**src/rtl/calc_pkg.sv**
```systemverilog
// Shared types and key codes for the calculator keypad entry path.
package calc_pkg;

    typedef enum logic [1:0] {
        ENTRADA_A = 2'b00,
        ENTRADA_B = 2'b01,
        RESULTADO = 2'b10
    } estado_t;

    typedef enum logic [1:0] {
        SOMA = 2'b00,
        SUB  = 2'b01,
        MULT = 2'b10
    } operador_t;

    localparam logic [3:0] TECLA_SOMA  = 4'hA;
    localparam logic [3:0] TECLA_SUB   = 4'hB;
    localparam logic [3:0] TECLA_MULT  = 4'hC;
    localparam logic [3:0] TECLA_IGUAL = 4'hD;
    localparam logic [3:0] TECLA_LIMPA = 4'hE;
    localparam logic [3:0] TECLA_APAGA = 4'hF;

    function automatic logic eh_digito(input logic [3:0] tecla);
        return tecla <= 4'd9;
    endfunction

    function automatic logic eh_operador(input logic [3:0] tecla);
        return (tecla == TECLA_SOMA) || (tecla == TECLA_SUB) || (tecla == TECLA_MULT);
    endfunction

    function automatic logic [1:0] para_operador(input logic [3:0] tecla);
        logic [1:0] op;
        case (tecla)
            TECLA_SUB:  op = SUB;
            TECLA_MULT: op = MULT;
            default:    op = SOMA;
        endcase
        return op;
    endfunction

endpackage

```
**src/rtl/registro_operando.sv**
```systemverilog
// One BCD operand register: shifts digits in at the LSD, drops the LSD on backspace.
module registro_operando #(
    parameter int DIGITOS = 4
) (
    input  logic                             clk,
    input  logic                             rst_n,
    input  logic                             desloca_entra,
    input  logic                             desloca_sai,
    input  logic                             limpa,
    input  logic                             carrega,
    input  logic [3:0]                       digito,
    output logic [4*DIGITOS-1:0]             operando,
    output logic [$clog2(DIGITOS+1)-1:0]     cont,
    output logic                             cheio
);

    localparam int W  = 4 * DIGITOS;
    localparam int CW = $clog2(DIGITOS + 1);

    logic [W-1:0] digito_ext;

    assign digito_ext = W'(digito);
    assign cheio      = (cont == CW'(DIGITOS));

    // Clear beats load beats shift; a full register ignores further shift-ins.
    always_ff @(posedge clk or negedge rst_n) begin
        if (!rst_n) begin
            operando <= '0;
            cont     <= '0;
        end else if (limpa) begin
            operando <= '0;
            cont     <= '0;
        end else if (carrega) begin
            operando <= digito_ext;
            cont     <= CW'(1);
        end else if (desloca_entra && !cheio) begin
            operando <= (operando << 4) | digito_ext;
            cont     <= cont + CW'(1);
        end else if (desloca_sai && (cont != '0)) begin
            operando <= operando >> 4;
            cont     <= cont - CW'(1);
        end
    end

endmodule

```
**src/rtl/sequenciador_entrada_calc.sv**
```systemverilog
// Keypad entry sequencer: edge-detects key strobes, builds operands A/B, latches the operator.
module sequenciador_entrada_calc
    import calc_pkg::*;
#(
    parameter int DIGITOS = 4
) (
    input  logic                   clk,
    input  logic                   rst_n,
    input  logic                   ready,
    input  logic [3:0]             valor,
    output logic [1:0]             estado,
    output logic [4*DIGITOS-1:0]   operando_a,
    output logic [4*DIGITOS-1:0]   operando_b,
    output logic [1:0]             operador,
    output logic                   calcular,
    output logic                   tecla_aceita,
    output logic                   tecla_rejeitada,
    output logic                   estouro
);

    localparam int CW = $clog2(DIGITOS + 1);

    localparam logic [1:0] EST_A        = ENTRADA_A;
    localparam logic [1:0] EST_B        = ENTRADA_B;
    localparam logic [1:0] EST_RES      = RESULTADO;
    localparam logic [1:0] EST_INVALIDO = 2'b11;

    logic          ready_q, armado, evento;
    logic [CW-1:0] cont_a, cont_b;
    logic          cheio_a, cheio_b;
    logic          entra_a, sai_a, limpa_a, carrega_a;
    logic          entra_b, sai_b, limpa_b;
    logic [1:0]    estado_prox, operador_prox;
    logic          calcular_prox, aceita_prox, rejeita_prox, estouro_prox;

    // armado stays low until ready is seen low, so a key already held at reset release is ignored.
    assign evento = ready && !ready_q && armado;

    always_ff @(posedge clk or negedge rst_n) begin
        if (!rst_n) begin
            ready_q <= 1'b0;
            armado  <= 1'b0;
        end else begin
            ready_q <= ready;
            if (!ready) armado <= 1'b1;
        end
    end

    always_comb begin
        estado_prox   = estado;
        operador_prox = operador;
        estouro_prox  = estouro;
        calcular_prox = 1'b0;
        aceita_prox   = 1'b0;
        rejeita_prox  = 1'b0;
        entra_a       = 1'b0;
        sai_a         = 1'b0;
        limpa_a       = 1'b0;
        carrega_a     = 1'b0;
        entra_b       = 1'b0;
        sai_b         = 1'b0;
        limpa_b       = 1'b0;

        if (estado == EST_INVALIDO || (evento && valor == TECLA_LIMPA)) begin
            limpa_a       = 1'b1;
            limpa_b       = 1'b1;
            estado_prox   = EST_A;
            operador_prox = SOMA;
            estouro_prox  = 1'b0;
            aceita_prox   = evento && (valor == TECLA_LIMPA);
            rejeita_prox  = evento && (valor != TECLA_LIMPA);
        end else if (evento) begin
            case (estado)
                EST_A: begin
                    if (eh_digito(valor)) begin
                        if (cheio_a) begin
                            estouro_prox = 1'b1;
                            rejeita_prox = 1'b1;
                        end else begin
                            entra_a     = 1'b1;
                            aceita_prox = 1'b1;
                        end
                    end else if (valor == TECLA_APAGA) begin
                        sai_a        = (cont_a != '0);
                        aceita_prox  = (cont_a != '0);
                        rejeita_prox = (cont_a == '0);
                    end else if (eh_operador(valor) && cont_a != '0) begin
                        operador_prox = para_operador(valor);
                        estado_prox   = EST_B;
                        aceita_prox   = 1'b1;
                    end else begin
                        rejeita_prox = 1'b1;
                    end
                end
                EST_B: begin
                    if (eh_digito(valor)) begin
                        if (cheio_b) begin
                            estouro_prox = 1'b1;
                            rejeita_prox = 1'b1;
                        end else begin
                            entra_b     = 1'b1;
                            aceita_prox = 1'b1;
                        end
                    end else if (valor == TECLA_APAGA) begin
                        sai_b        = (cont_b != '0);
                        aceita_prox  = (cont_b != '0);
                        rejeita_prox = (cont_b == '0);
                    end else if (eh_operador(valor)) begin
                        operador_prox = para_operador(valor);
                        aceita_prox   = 1'b1;
                    end else if (valor == TECLA_IGUAL && cont_b != '0) begin
                        estado_prox   = EST_RES;
                        calcular_prox = 1'b1;
                        aceita_prox   = 1'b1;
                    end else begin
                        rejeita_prox = 1'b1;
                    end
                end
                EST_RES: begin
                    // A fresh digit starts a new calculation; the result itself is the ALU's business.
                    if (eh_digito(valor)) begin
                        carrega_a    = 1'b1;
                        limpa_b      = 1'b1;
                        estouro_prox = 1'b0;
                        estado_prox  = EST_A;
                        aceita_prox  = 1'b1;
                    end else begin
                        rejeita_prox = 1'b1;
                    end
                end
                default: rejeita_prox = 1'b1;
            endcase
        end
    end

    always_ff @(posedge clk or negedge rst_n) begin
        if (!rst_n) begin
            estado          <= EST_A;
            operador        <= SOMA;
            calcular        <= 1'b0;
            tecla_aceita    <= 1'b0;
            tecla_rejeitada <= 1'b0;
            estouro         <= 1'b0;
        end else begin
            estado          <= estado_prox;
            operador        <= operador_prox;
            calcular        <= calcular_prox;
            tecla_aceita    <= aceita_prox;
            tecla_rejeitada <= rejeita_prox;
            estouro         <= estouro_prox;
        end
    end

    registro_operando #(.DIGITOS(DIGITOS)) reg_a (
        .clk           (clk),
        .rst_n         (rst_n),
        .desloca_entra (entra_a),
        .desloca_sai   (sai_a),
        .limpa         (limpa_a),
        .carrega       (carrega_a),
        .digito        (valor),
        .operando      (operando_a),
        .cont          (cont_a),
        .cheio         (cheio_a)
    );

    registro_operando #(.DIGITOS(DIGITOS)) reg_b (
        .clk           (clk),
        .rst_n         (rst_n),
        .desloca_entra (entra_b),
        .desloca_sai   (sai_b),
        .limpa         (limpa_b),
        .carrega       (1'b0),
        .digito        (valor),
        .operando      (operando_b),
        .cont          (cont_b),
        .cheio         (cheio_b)
    );

endmodule

```
**config.mk**
```make
export PLATFORM = sky130hd
export DESIGN_NAME = sequenciador_entrada_calc
export DESIGN_NICKNAME = d
export VERILOG_FILES = /design/src/rtl/calc_pkg.sv /design/src/rtl/registro_operando.sv /design/src/rtl/sequenciador_entrada_calc.sv
export SDC_FILE = /design/constraint.sdc
export NUM_CORES = 1
export LEC_CHECK = 0
export BUFFER_PORTS_ARGS = -buffer_cell sky130_fd_sc_hd__buf_2
export CAP_MARGIN = 20
export CORE_MARGIN = 1.5
export CORE_UTILIZATION = 53
export CTS_BUF_LIST = sky130_fd_sc_hd__clkbuf_16
export DETAILED_ROUTE_END_ITERATION = 10
export PLACE_DENSITY = 0.86
export SETUP_SLACK_MARGIN = 0.5
export SYNTH_ARGS = -nofsm -noshare
export SYNTH_HDL_FRONTEND = slang
export SYNTH_SLANG_ARGS = --single-unit
```
**constraint.sdc**
```tcl
create_clock -name clk -period 7 [get_ports clk]
set_input_delay 0.7 -clock clk [delete_from_list [all_inputs] [get_ports clk]]
set_output_delay 0.7 -clock clk [all_outputs]
set_load 0.03 [all_outputs]
```
==> summary.txt, run 1 <==
Final layout
  – Final net count: approximately 320
  – N_diodes: 0
  – Area Growth Syn to Fin: 14.3%
  – Fraction of layout cells with a size suffix above 1: 0.227
  – Non-Filler Instances: 376
  – Layout Cell Area excl Fill: 0.00313 mm2

Worst setup path
  – Crit-path max FO: 26
  – Critical path endpoint: reg_b.cont[1]
  – R2r setup slk: around 4300 ps
  – CP Launch Point: valor[0]
  – Worst path arrival time: 3090 ps
  – Critical Path RT: 7190 ps
  – Crit start category: input port
  – Worst r2r dst: reg_b.cont[1]
  – Setup crit end kind: flop
  – Reg-to-reg startpoint: estado[0]
  – R2r worst-path depth: 7
  – Crit path kind: in2reg

Clocking
  – Clock Tree Root: clkbuf_16
  – TritonCTS clock tree: done
  – Post-CTS Hold Buffers: 0
  – Num CTS Buffers: 5
  – Clk slew on worst S/H paths: 60 ps
  – Worst skew pair latency: 290 ps
  – Sink Count: 48
  – H-tree Lvls: 2
  – Post_cts resized: 0
  – Clock buffer depth: 2
  – Post-CTS setup buffer count: 0

STA
  – Max-slew violation total from the final report: 0
  – Max frequency: 345 MHz
  – Relative slew slack: 0.518
  – Tcrit/Tclk final: 0.414
  – Setup WS post-layout: 4100 ps
  – Slew @ Worst Pin: 723 ps
  – Fin crit period: a little under 3000 ps
  – Clock Skew: 2.57 ps
  – Final hold violation count: 0
  – TNS Setup: 0 ps
  – RSZ-0062 raised after global routing: no
  – Setup violators final: 0

GRT
  – Global Route Usage Sum: 0.245
  – Antenna violations before repair: 0
  – First-pass GRT wire length: 10400 um
  – Vias in the first global route: 2113
  – Largest net degree at the start of global routing: slightly below 50
  – GR Overflow Total: 0

Logic synthesis
  – Number of enable flip-flop cells after synthesis: 0
  – Synthesized area: 0.00274 mm2
  – Sequential-to-total area share from yosys stat: 0.439
  – Post-synthesis cell count: 272
  – Syn. warnings: 0
  – Ys async rst share: 1.00
  – Synth cell types: 54
  – Syn_area_per_cell: 10.1 um2
  – Primary FF master, synth: dfrtp_1
  – Post-Syn Nets: between 200 and 300
  – #FFs+latches synth: 48

Pwr
  – Pwr dens: between 400 and 500 mW/mm2
  – Maximum vdd drop: ~240 uV
  – Leak Pwr: 1.44 nW

Status
  – Status: finished, final reports clean

Routing
  – DRT Pass-1 Iters: 4
  – Via Count: 2259
  – Routed length per placed instance: between 15 and 20 um
  – DRT iter0 DRCs: roughly 200
  – Routed WL: 6150 um
  – Detail Route Antenna Nets: 0
  – Post-route DRC: 0
  – Post-DR vias/cell: 6.01

Job
  – Max Cap Viol: 0

Floorplanning
  – Die W: 74.8 um
  – # rows: 25
  – I/O pins: 47
  – Initial core utilization: 0.564
  – Die H: between 70 and 80 um
  – Die area: 0.00560 mm2
  – Total core area: 0.00485 mm2

Placement
  – Area of placed instances: 0.00295 mm2
  – Cell count after placement: between 300 and 400
  – Place WS: 3840 ps
  – DP HPWL: between 4000 and 5000 um
  – GPL Wtd Cong: 0.903
  – Number of port buffers: 46

Worst hold path
  – Hold Path Class: in2async
## per-stage QoR
step                      power (W)   util  hold slack (ps)
after global routing        0.00151  0.645              259
final                       0.00141  0.645              254
after detailed placement    0.00117  0.609              494
after CTS                   0.00141  0.638              509
after global placement      0.00115  0.609              486
after floorplan            0.000985      -              404
## cell usage in the layout, fill, tap and decap left out, types with 3 or more instances in the layout
master and count:
buf_2 46, nor3_1 3, o22ai_1 4, clkbuf_16 5, a21oi_1 23, a211oi_1 5, nand2_1 10, a221oi_1 4
nand3_1 5, a22oi_1 7, o21ai_0 24, o21a_1 5, mux2i_1 27, inv_1 10, ha_1 5, dfrtp_1 48
or3_1 3, o2bb2ai_1 6, nor2_1 20
## power by group
part / total (W) / internal [W] / switching, W
combinational: 0.000689 / 0.000238 / 0.000450
clock: 0.000233 / 0.000131 / 0.000102
sequential: 0.000487 / 0.000386 / 0.000100
total: 0.00141 / 0.000756 / 0.000653
## state kept, by name, summed over array words and instances (netlist names)
signal	count
reg_a.operando	16
reg_b.operando	16
reg_a.cont	3
reg_b.cont	3
estado	2
operador	2
armado	1
calcular	1
estouro	1
ready_q	1
tecla_aceita	1
tecla_rejeitada	1
## Yosys cell counts, types with 6 or more instances
cell type,number,area share
a22oi_1,7,0.019
mux2i_1,27,0.099
nand2_1,10,0.014
buf_2,10,0.018
o21ai_0,24,0.044
nor2_1,20,0.027
inv_1,10,0.014
o2bb2ai_1,6,0.019
dfrtp_1,48,0.44
a21oi_1,23,0.042
## layer usage
metal	routed length, um	up-vias	track usage
li1	-	1066	-
met1	2780	1105	0.337
met2	2940	76	0.386
met3	314	12	0.0495
met4	109	0	0.0869
met5	0	-	0
## logic make-up (layout without fill, tap and decap cells)
family                     count (synthesis)  in the layout  share of synthesized area
AOI/OAI and AO/OA                         87             87                      0.206
xor gates and xnor gates                   4              4                     0.0128
adders and majority gates                  6              6                     0.0302
buffers and inverters                     29             66                     0.0499
DFF                                       48             48                      0.439
muxes                                     29             29                      0.107
and+or+nand+nor                           69             69                      0.155
## how the worst min path moves through the flow
| stage | to | from | cells past startpoint |
|---|---|---|---|
| 2_1_floorplan | armado | rst_n | 0 |
| 6_report | calcular | rst_n | 1 |
| 4_1_cts | operador[1] | operador[1] | 1 |
| 3_5_place_dp | operador[1] | operador[1] | 1 |
| 3_3_place_gp | armado | armado | 1 |
| 5_1_grt | calcular | rst_n | 1 |
## worst max-delay path, stage by stage
cell and delay, ps:
buf_2 240, and4b_1 340, nor4_4 410, nand2_2 340, inv_1 260, fa_1 440
nor2b_1 140, a211oi_1 210
## cell type report
class | instances | area (um2)
Fill cell | 399 | 1720
Multi-Input combinational cell | 195 | 1400
Sequential cell | 48 | 1200
Timing Repair Buffer | 48 | 262
Clock buffer | 5 | 125
Tap cell | 67 | 83.8
Inverter | 10 | 37.5
Clock inverter | 3 | 18.8
Note: power is estimated with default switching activity, not from simulation.
==> inputs of run 2 (changes only) <==
Clock period 7 ns to 2.7 ns, I/O delays scaled along.
==> run 2 against run 1 <==
The flow now finishes with violations (negative hold slack). First-iteration DRC count decreased by 8.7%. Core utilization increased by 2.7 points. Critical path depth decreased by 1. Worst setup slack got worse by 3500 ps. Routed wire length increased by 5.5%. Clock power increased to 3.0 times the previous value. Final cell count increased by 2.4%. Sequential power increased to 2.6 times the previous value. Sequential share of layout area decreased by 1.5 points. Design area increased by 4.2%.
==> summary.txt, run 2 (synthesis results as in run 1) <==
Routing
  – Post-DR vias/cell: about 6.0
  – DRT Pass-1 Iters: 4
  – Post-route DRC: 0
  – Routed length per placed instance: 16.8 um
  – Routed WL: 6490 um
  – Detail Route Antenna Nets: 0
  – Via Count: 2307
  – DRT iter0 DRCs: 178

Worst setup path
  – Critical Path RT: 2890 ps
  – Worst path arrival time: 2270 ps
  – Crit path kind: reg2reg
  – Crit-path max FO: 5
  – Crit start category: flop
  – Setup crit end kind: flop

STA
  – Slew @ Worst Pin: 646 ps
  – Relative slew slack: 0.565
  – RSZ-0062 raised after global routing: yes
  – Fin crit period: approximately 2100 ps
  – Final hold violation count: 4
  – TNS Setup: 0 ps
  – Hold WS: -1.42 ps
  – Clock Skew: 7.26 ps
  – Max frequency: 480 MHz
  – Max-slew violation total from the final report: 0
  – Tcrit/Tclk final: 0.771
  – Setup violators final: 0

Final layout
  – N_diodes: 0
  – Post-layout util: 0.672
  – Fraction of layout cells with a size suffix above 1: 0.280
  – Leading cell types in the layout, fill and taps excluded: 46 x dfrtp_1, 46 x buf_2, 27 x mux2i_1
  – Area Growth Syn to Fin: 19.1%
  – Final net count: 330
  – Top Registers: reg_a.operando: 16 flops, reg_b.operando: 16 flops

GRT
  – Antenna violations before repair: 0
  – Global Route Usage Sum: 0.253
  – Vias in the first global route: 2218
  – Largest net degree at the start of global routing: 30
  – GR Overflow Total: 0
  – First-pass GRT wire length: 10800 um

Placement
  – Number of port buffers: 46
  – DP HPWL: 4440 um
  – GPL Wtd Cong: 0.940

Clocking
  – TritonCTS clock tree: done
  – Worst skew pair latency: 290 ps
  – Sink Count: 48
  – Clock Tree Root: clkbuf_16
  – Clk slew on worst S/H paths: 70 ps
  – Post-CTS Hold Buffers: 0
  – Clock buffer depth: 2
  – H-tree Lvls: 2
  – Num CTS Buffers: 5

Floorplanning
  – Die W: 74.8 um
  – # rows: 25
  – Initial core utilization: 0.564
  – Die H: 74.8 um
  – I/O pins: 47
  – Total core area: 0.00485 mm2
  – Die area: 0.00560 mm2

Status
  – Status: finished with violations
  – Violated checks: negative hold slack

Worst hold path
  – Hold Path Class: in2async

Job
  – Max Cap Viol: 0

Pwr
  – Leak Pwr: 1.49 nW
  – Maximum vdd drop: 588 uV
  – Pwr dens: 1180 mW/mm2
==> run 2: layout make-up <==
| cell class | count | area, um2 |
|---|---|---|
| Clock inverter | 3 | 42.5 |
| Fill cell | 386 | 1590 |
| Inverter | 10 | 37.5 |
| Timing Repair Buffer | 57 | 313 |
| Tap cell | 67 | 83.8 |
| Sequential cell | 48 | 1200 |
| Clock buffer | 5 | 125 |
| Multi-Input combinational cell | 195 | 1450 |
==> run 2: per-stage QoR <==
stage | instances | setup slack, ps | power (W) | instance area (um2)
floorplan | 272 | 508 | 0.00257 | 2760
global placement | 375 | 413 | 0.00303 | 3030
detailed placement | 375 | 302 | 0.00308 | 3030
CTS | 385 | 558 | 0.00381 | 3210
global route | 385 | 480 | 0.00409 | 3260
finish | 385 | 618 | 0.00383 | 3260
==> run 2: metal layers <==
metal	track usage	vias to the layer above	wire, um	part of all wire
li1	-	1085	-	-
met1	0.338	1138	2900	0.45
met2	0.410	75	3200	0.49
met3	0.0482	9	293	0.045
met4	0.0970	0	86	0.013
met5	0	-	0	0
==> run 2: where the power goes <==
part	internal, W	switching [W]
combinational	0.000660	0.00120
sequential	0.00100	0.000263
clock	0.000435	0.000272
==> run 2: path summary, 6_finish.rpt <==
kind | start | end | slack, ps | depth (start not counted)
worst min-delay path | rst_n | reg_b.operando[4] | -1 | 1
min in group clk | ready | ready_q | 160 | 1
max in group asynchronous | rst_n | reg_b.cont[1] | 1970 | 2
worst min register to register | operador[0] | operador[0] | 500 | 1
worst max-delay path | reg_b.cont[0] | reg_b.cont[1] | 620 | 7
worst max register to register | reg_b.cont[0] | reg_b.cont[1] | 620 | 7
==> run 2: worst max-delay path, cell delays in order, from the launching register on <==
cell      delay, ps
dfrtp_1         390
or3b_1          440
and2_1          220
nand2_2          80
inv_2            60
fa_1            420
nor2b_1         140
a211oi_1        230
==> run 2: what timing repair did <==
| action | in CTS | in global routing |
|---|---|---|
| buffers inserted | 2 | 0 |
| endpoints found under the setup margin | 1 | 12 |
| endpoints found under the hold margin | 0 | 0 |
| resized for setup | 2 | 8 |
| pin swaps | 1 | 0 |
